<file path="src/rtl/cpu_run_pkg.sv">
// Shared definitions for the CPU run-control sequencer: state and halt-cause
// encodings, the special instruction words it watches for, and the stop
// cause priority resolver.
package cpu_run_pkg;

    typedef enum logic [1:0] {
        ST_IDLE = 2'd0,
        ST_RUN  = 2'd1,
        ST_STEP = 2'd2,
        ST_HALT = 2'd3
    } run_state_t;

    typedef enum logic [2:0] {
        CAUSE_NONE       = 3'd0,
        CAUSE_HALT_REQ   = 3'd1,
        CAUSE_BREAKPOINT = 3'd2,
        CAUSE_EBREAK     = 3'd3,
        CAUSE_ILLEGAL    = 3'd4,
        CAUSE_STEP_DONE  = 3'd5
    } halt_cause_t;

    localparam logic [31:0] EBREAK_WORD  = 32'h0010_0073;
    localparam logic [31:0] ILLEGAL_ZERO = 32'h0000_0000;
    localparam logic [31:0] ILLEGAL_ONES = 32'hFFFF_FFFF;

    // Picks the reported cause when several stop conditions coincide.
    function automatic halt_cause_t stop_cause(input logic illegal,
                                               input logic ebreak,
                                               input logic bp_hit,
                                               input logic halt_req);
        if (illegal)       return CAUSE_ILLEGAL;
        else if (ebreak)   return CAUSE_EBREAK;
        else if (bp_hit)   return CAUSE_BREAKPOINT;
        else if (halt_req) return CAUSE_HALT_REQ;
        else               return CAUSE_NONE;
    endfunction

endpackage

</file>
<file path="src/rtl/cpu_run_ctrl.sv">
// Run-control sequencer for the single-cycle RV32 core. Decides every cycle
// whether the instruction at pc_i executes (PC advance and register
// write-back), supports start / halt / single-step / breakpoint, halts on
// EBREAK or illegal words without executing them, and counts retired
// instructions.
module cpu_run_ctrl
    import cpu_run_pkg::*;
#(
    parameter int          CNT_W  = 32,
    parameter logic [31:0] EBREAK = EBREAK_WORD
) (
    input  logic             clk_i,
    input  logic             rst_i,
    input  logic             start_i,
    input  logic             halt_req_i,
    input  logic             step_i,
    input  logic             bp_en_i,
    input  logic [31:0]      bp_addr_i,
    input  logic [31:0]      pc_i,
    input  logic [31:0]      instr_i,
    output logic             pc_en_o,
    output logic             wb_en_o,
    output logic [1:0]       state_o,
    output logic [2:0]       halt_cause_o,
    output logic [CNT_W-1:0] retired_o
);

    run_state_t       state_q, state_d;
    halt_cause_t      cause_q, cause_d;
    logic [CNT_W-1:0] retired_q, retired_d;
    logic             bp_skip_q, bp_skip_d;

    logic             illegal;
    logic             ebreak;
    logic             bp_hit;
    logic             stop;
    halt_cause_t      stop_winner;
    logic             exec;

    // Decode stop conditions for the current instruction and decide, in the same cycle, whether it executes.
    always_comb begin
        illegal     = (instr_i == ILLEGAL_ZERO) || (instr_i == ILLEGAL_ONES);
        ebreak      = (instr_i == EBREAK);
        bp_hit      = bp_en_i && (pc_i == bp_addr_i) && !bp_skip_q;
        stop        = illegal || ebreak || bp_hit || halt_req_i;
        stop_winner = stop_cause(illegal, ebreak, bp_hit, halt_req_i);
        exec        = ((state_q == ST_RUN) || (state_q == ST_STEP)) && !stop;
        pc_en_o     = exec;
        wb_en_o     = exec;
    end

    // Next state, halt cause, retired count and breakpoint-skip flag.
    always_comb begin
        state_d   = state_q;
        cause_d   = cause_q;
        retired_d = retired_q;
        bp_skip_d = bp_skip_q;
        unique case (state_q)
            ST_IDLE: begin
                if (start_i) begin
                    state_d   = ST_RUN;
                    cause_d   = CAUSE_NONE;
                    retired_d = '0;
                end
            end
            ST_RUN: begin
                if (stop) begin
                    state_d = ST_HALT;
                    cause_d = stop_winner;
                end else begin
                    retired_d = retired_q + CNT_W'(1);
                    bp_skip_d = 1'b0;
                end
            end
            ST_STEP: begin
                state_d = ST_HALT;
                if (stop) begin
                    cause_d = stop_winner;
                end else begin
                    cause_d   = CAUSE_STEP_DONE;
                    retired_d = retired_q + CNT_W'(1);
                    bp_skip_d = 1'b0;
                end
            end
            ST_HALT: begin
                if (start_i) begin
                    state_d   = ST_RUN;
                    cause_d   = CAUSE_NONE;
                    bp_skip_d = 1'b1;
                end else if (step_i) begin
                    state_d   = ST_STEP;
                    cause_d   = CAUSE_NONE;
                    bp_skip_d = 1'b1;
                end
            end
            default: state_d = ST_IDLE;
        endcase
    end

    // State, cause, counter and skip flag registers with asynchronous clear.
    always_ff @(posedge clk_i or negedge rst_i) begin
        if (!rst_i) begin
            state_q   <= ST_IDLE;
            cause_q   <= CAUSE_NONE;
            retired_q <= '0;
            bp_skip_q <= 1'b0;
        end else begin
            state_q   <= state_d;
            cause_q   <= cause_d;
            retired_q <= retired_d;
            bp_skip_q <= bp_skip_d;
        end
    end

    assign state_o      = state_q;
    assign halt_cause_o = cause_q;
    assign retired_o    = retired_q;

endmodule
</file>
<file path="config.mk">
export PLATFORM = sky130hd
export DESIGN_NAME = cpu_run_ctrl
export DESIGN_NICKNAME = d
export VERILOG_FILES = /design/src/rtl/cpu_run_pkg.sv /design/src/rtl/cpu_run_ctrl.sv
export SDC_FILE = /design/constraint.sdc
export NUM_CORES = 1
export LEC_CHECK = 0
export CAP_MARGIN = 20
export CORE_ASPECT_RATIO = 1.1
export CORE_MARGIN = 8
export CORE_UTILIZATION = 42
export CTS_CLUSTER_SIZE = 10
export DETAILED_ROUTE_END_ITERATION = 10
export PLACE_DENSITY = 0.83
export RECOVER_POWER = 25
export SLEW_MARGIN = 25
export SYNTH_ARGS = -nofsm -noshare
export SYNTH_HDL_FRONTEND = slang
export SYNTH_SLANG_ARGS = --single-unit
</file>
<file path="constraint.sdc">
create_clock -name clk_i -period 2.6 [get_ports clk_i]
set_input_delay 0.52 -clock clk_i [delete_from_list [all_inputs] [get_ports clk_i]]
set_output_delay 0.52 -clock clk_i [all_outputs]
set_load 0.02 [all_outputs]
</file>
==> impl_results.md <==
- Initial antenna violation count: 0
- Area of placed instances: 4631 um2
- Worst hold path type: reg2reg
- Routed len/inst: between 15 and 20 um
- Crit-path max FO: 3
- DRC viols: 0
- Hpwl dp: 8.497 mm
- Worst path cell trace: clkdlybuf4s50_1, nand2_1, nor4_2, buf_4, nand3_2, nand3_2, nor3_4, buf_6
- Reg2Reg Setup Slack: 0.14 ns
- # IOs: between 100 and 150
- Post-synth EDFFs: 0
- Gr usage total: 21.12%
- Drt pass-1 iters: 4
- CP most frequent cell: nand3_2
- Number of port buffers: 140
- Post-synth cell types: 53
- NumNets Final: a little over 600
- CTS Hold Bufs: 0
- Syn avg cell area: 9.076 um2
- Failing checks: setup timing
- Clk slew on worst S/H paths: 0.08 ns
- Delay of the slowest cell on the worst path: 0.50 ns
- Max stage delay cell, worst path: clkdlybuf4s50_1
- F_max: 379.9 MHz
- Max-cap violations: 0
- Final Hold Fails: 0
- Total power: 3.283 mW
- Clock skew: roughly 0.0052 ns
- Top delay family on crit path: buffers and inverters
- Top cells by area, synth: dfrtp_1 32%, xor2_1 12%, nor4_1 5.1%, nand3_1 3.2%, a31oi_1 3.2%
- Antenna Nets Post-Route: 0
- Die area: 9912 um2
- Core Region: approximately 6900 um2
- Final setup margin: -0.03219 ns
- Via/cell ratio: 5.812
- Syn Nets: 431
- Buffers and inverters on the worst path: 3
- Cell count along the critical path: 8
- Die X: 95.66 um
- Initial core utilization: 42.57%
- Cells after Synth: around 320
- Layout cell share with drive strength beyond 1: 18.44%
- Post-route cell area: 4989 um2
- Die H: 103.6 um
- Slew @ Worst Pin: approximately 0.97 ns
- Period utilisation layout: 101.2%
- N_diodes: 0
- Remaining global-route overflow: 0
- Worst rel slew slack: 35.51%
- Hold Crit Depth: 1
- Post-Syn Area: approximately 2900 um2
- Max H-tree Level: 2
- Static Leak: 2.431 nW
- Dominant synthesized flop cell: dfrtp_1
- Root buffer cell: clkbuf_8
- Yosys warns: 0
- First-pass GRT wire length: about 17 mm
- Yosys top cell area share: roughly 32%
- Pwr/cell area: 658.1 nW/um2
- WP data arrival: 2.11 ns
- Via count: 3,394
- Critical Path End Type: output pin
- Clock sinks: 38
- Sequential area share after synthesis: between 30% and 40%
- Wirelength, routed: 11.27 mm
- Worst endpoint required time: 2.08 ns
- Status: finished with violations
- Yosys reg bits: 38
- Post-synth top area cell: dfrtp_1
- CP Class: in2out
- Worst VDD drop: ~0.46 mV
- Num rows: 32
- R2R cell count: 8
- 1st-iter DRT viols: 218
- TritonCTS buffer count: 5
- CTS max path bufs: 2
- CTS tree: built
- Final GP Congestion: 0.8445
- Final setup vio count: 2
- Largest net degree at the start of global routing: 39
- Area delta synth->final: 70.17%
- Post-Place Cells: ~570
- Final min period: roughly 2.6 ns
- Synth async-reset ratio: 100.0%
- Non-Filler Instances: 584
- Later-pin clock latency in the skew report: 0.29 ns
- Startpoint types: input pin
- Vias in the first global route: ~3,400
- Slew Viols, Final: 0
-- flip-flops by register name, indices dropped and copies added, names as in the netlist --
name and flops:
bp_skip_q 1, halt_cause_o 3, retired_o 32, state_o 2
-- cell type report --
type	count	area [um2]
clock buffer	7	86.33
multi-input combinational	260	2023
sequential	38	950.9
inverter	11	41.29
fill	494	1898
clock inverter	1	5.005
timing repair buffer	182	1775
tap	85	106.4
-- stage by stage --
stage	hold WS [ns]	utilization (%)	setup slack (ns)	TNS, ns
2_1_floorplan	0.2244	-	0.05320	0
3_3_place_gp	0.4913	67.24	-0.5865	-14.81
3_5_place_dp	0.5004	67.24	-0.6209	-17.15
4_1_cts	0.5112	68.80	0.001766	0
5_1_grt	0.5542	72.44	-0.08573	-0.2673
6_report	0.5149	72.44	-0.03219	-0.06390
-- power breakdown --
part           internal [mW]  switching, mW
clock network          0.214          0.215
logic                  0.938           1.10
registers              0.690          0.128
total                   1.84           1.44
-- synthesized netlist by cell type (6+ instances only) --
master,number
mux2i_1,7
a22o_1,9
a21oi_1,9
and3_1,7
o21ai_0,8
nand4_1,12
nand3_1,19
inv_1,10
a211o_1,7
xor2_1,40
dfrtp_1,38
nor2_1,11
a31oi_1,15
nor3_1,8
nand2_1,24
ha_1,6
nor4_1,24
-- final timing paths --
| path | endpoint | startpoint |
|---|---|---|
| max | wb_en_o | instr_i[17] |
| min | retired_o[29] | retired_o[29] |
| max reg2reg | retired_o[21] | state_o[1] |
| min reg2reg | retired_o[29] | retired_o[29] |
| max in group asynchronous | state_o[0] | rst_i |
| min in group asynchronous | retired_o[22] | rst_i |
-- worst register-to-register path: cells and delay by family, from the launching register on --
kind                     cells  cell delay, ns
AO/OA/AOI/OAI                2            0.63
adder cells (fa/ha/maj)      1            0.31
buffers and inverters        1            0.12
flip-flops                   1            0.42
AND/OR/NAND/NOR              4            0.87
-- layer usage --
metal	GRT usage, %	wire length, um
met1	20.37	3793
met2	38.08	6035
met5	0	0
met3	9.458	1165
met4	6.931	272
-- what timing repair did --
| action | CTS | global route |
|---|---|---|
| cloned | 0 | 2 |
| buffers inserted | 1 | 5 |
| resized for setup | 63 | 69 |
| pin swaps | 29 | 40 |
| endpoints found under the setup margin | 40 | 39 |
-- layout by cell type, fill, tap and decap left out, drive strengths merged, types with 9 or more instances in the layout --
master          n
clkdlybuf4s15  13
nor3           11
nand2          24
nand3          20
dlygate4sd2    27
nor2           12
clkdlybuf4s50  64
a31oi          15
nor4           25
buf            43
dlymetal6s2s   32
dfrtp          38
nand4          12
a22o            9
inv            10
a21oi          10
clkbuf          9
xor2           40
-- logic make-up after synthesis --
group                    Yosys count  share of synthesized area, %
adder cells (fa/ha/maj)            6                         2.561
XOR/XNOR                          42                         12.55
AO/OA/AOI/OAI                     69                         17.33
multiplexers                       8                         2.902
buffers and inverters             26                         4.652
flip-flops                        38                         32.44
AND/OR/NAND/NOR                  134                         27.57
No activity file was read; power rests on OpenSTA's default activity.
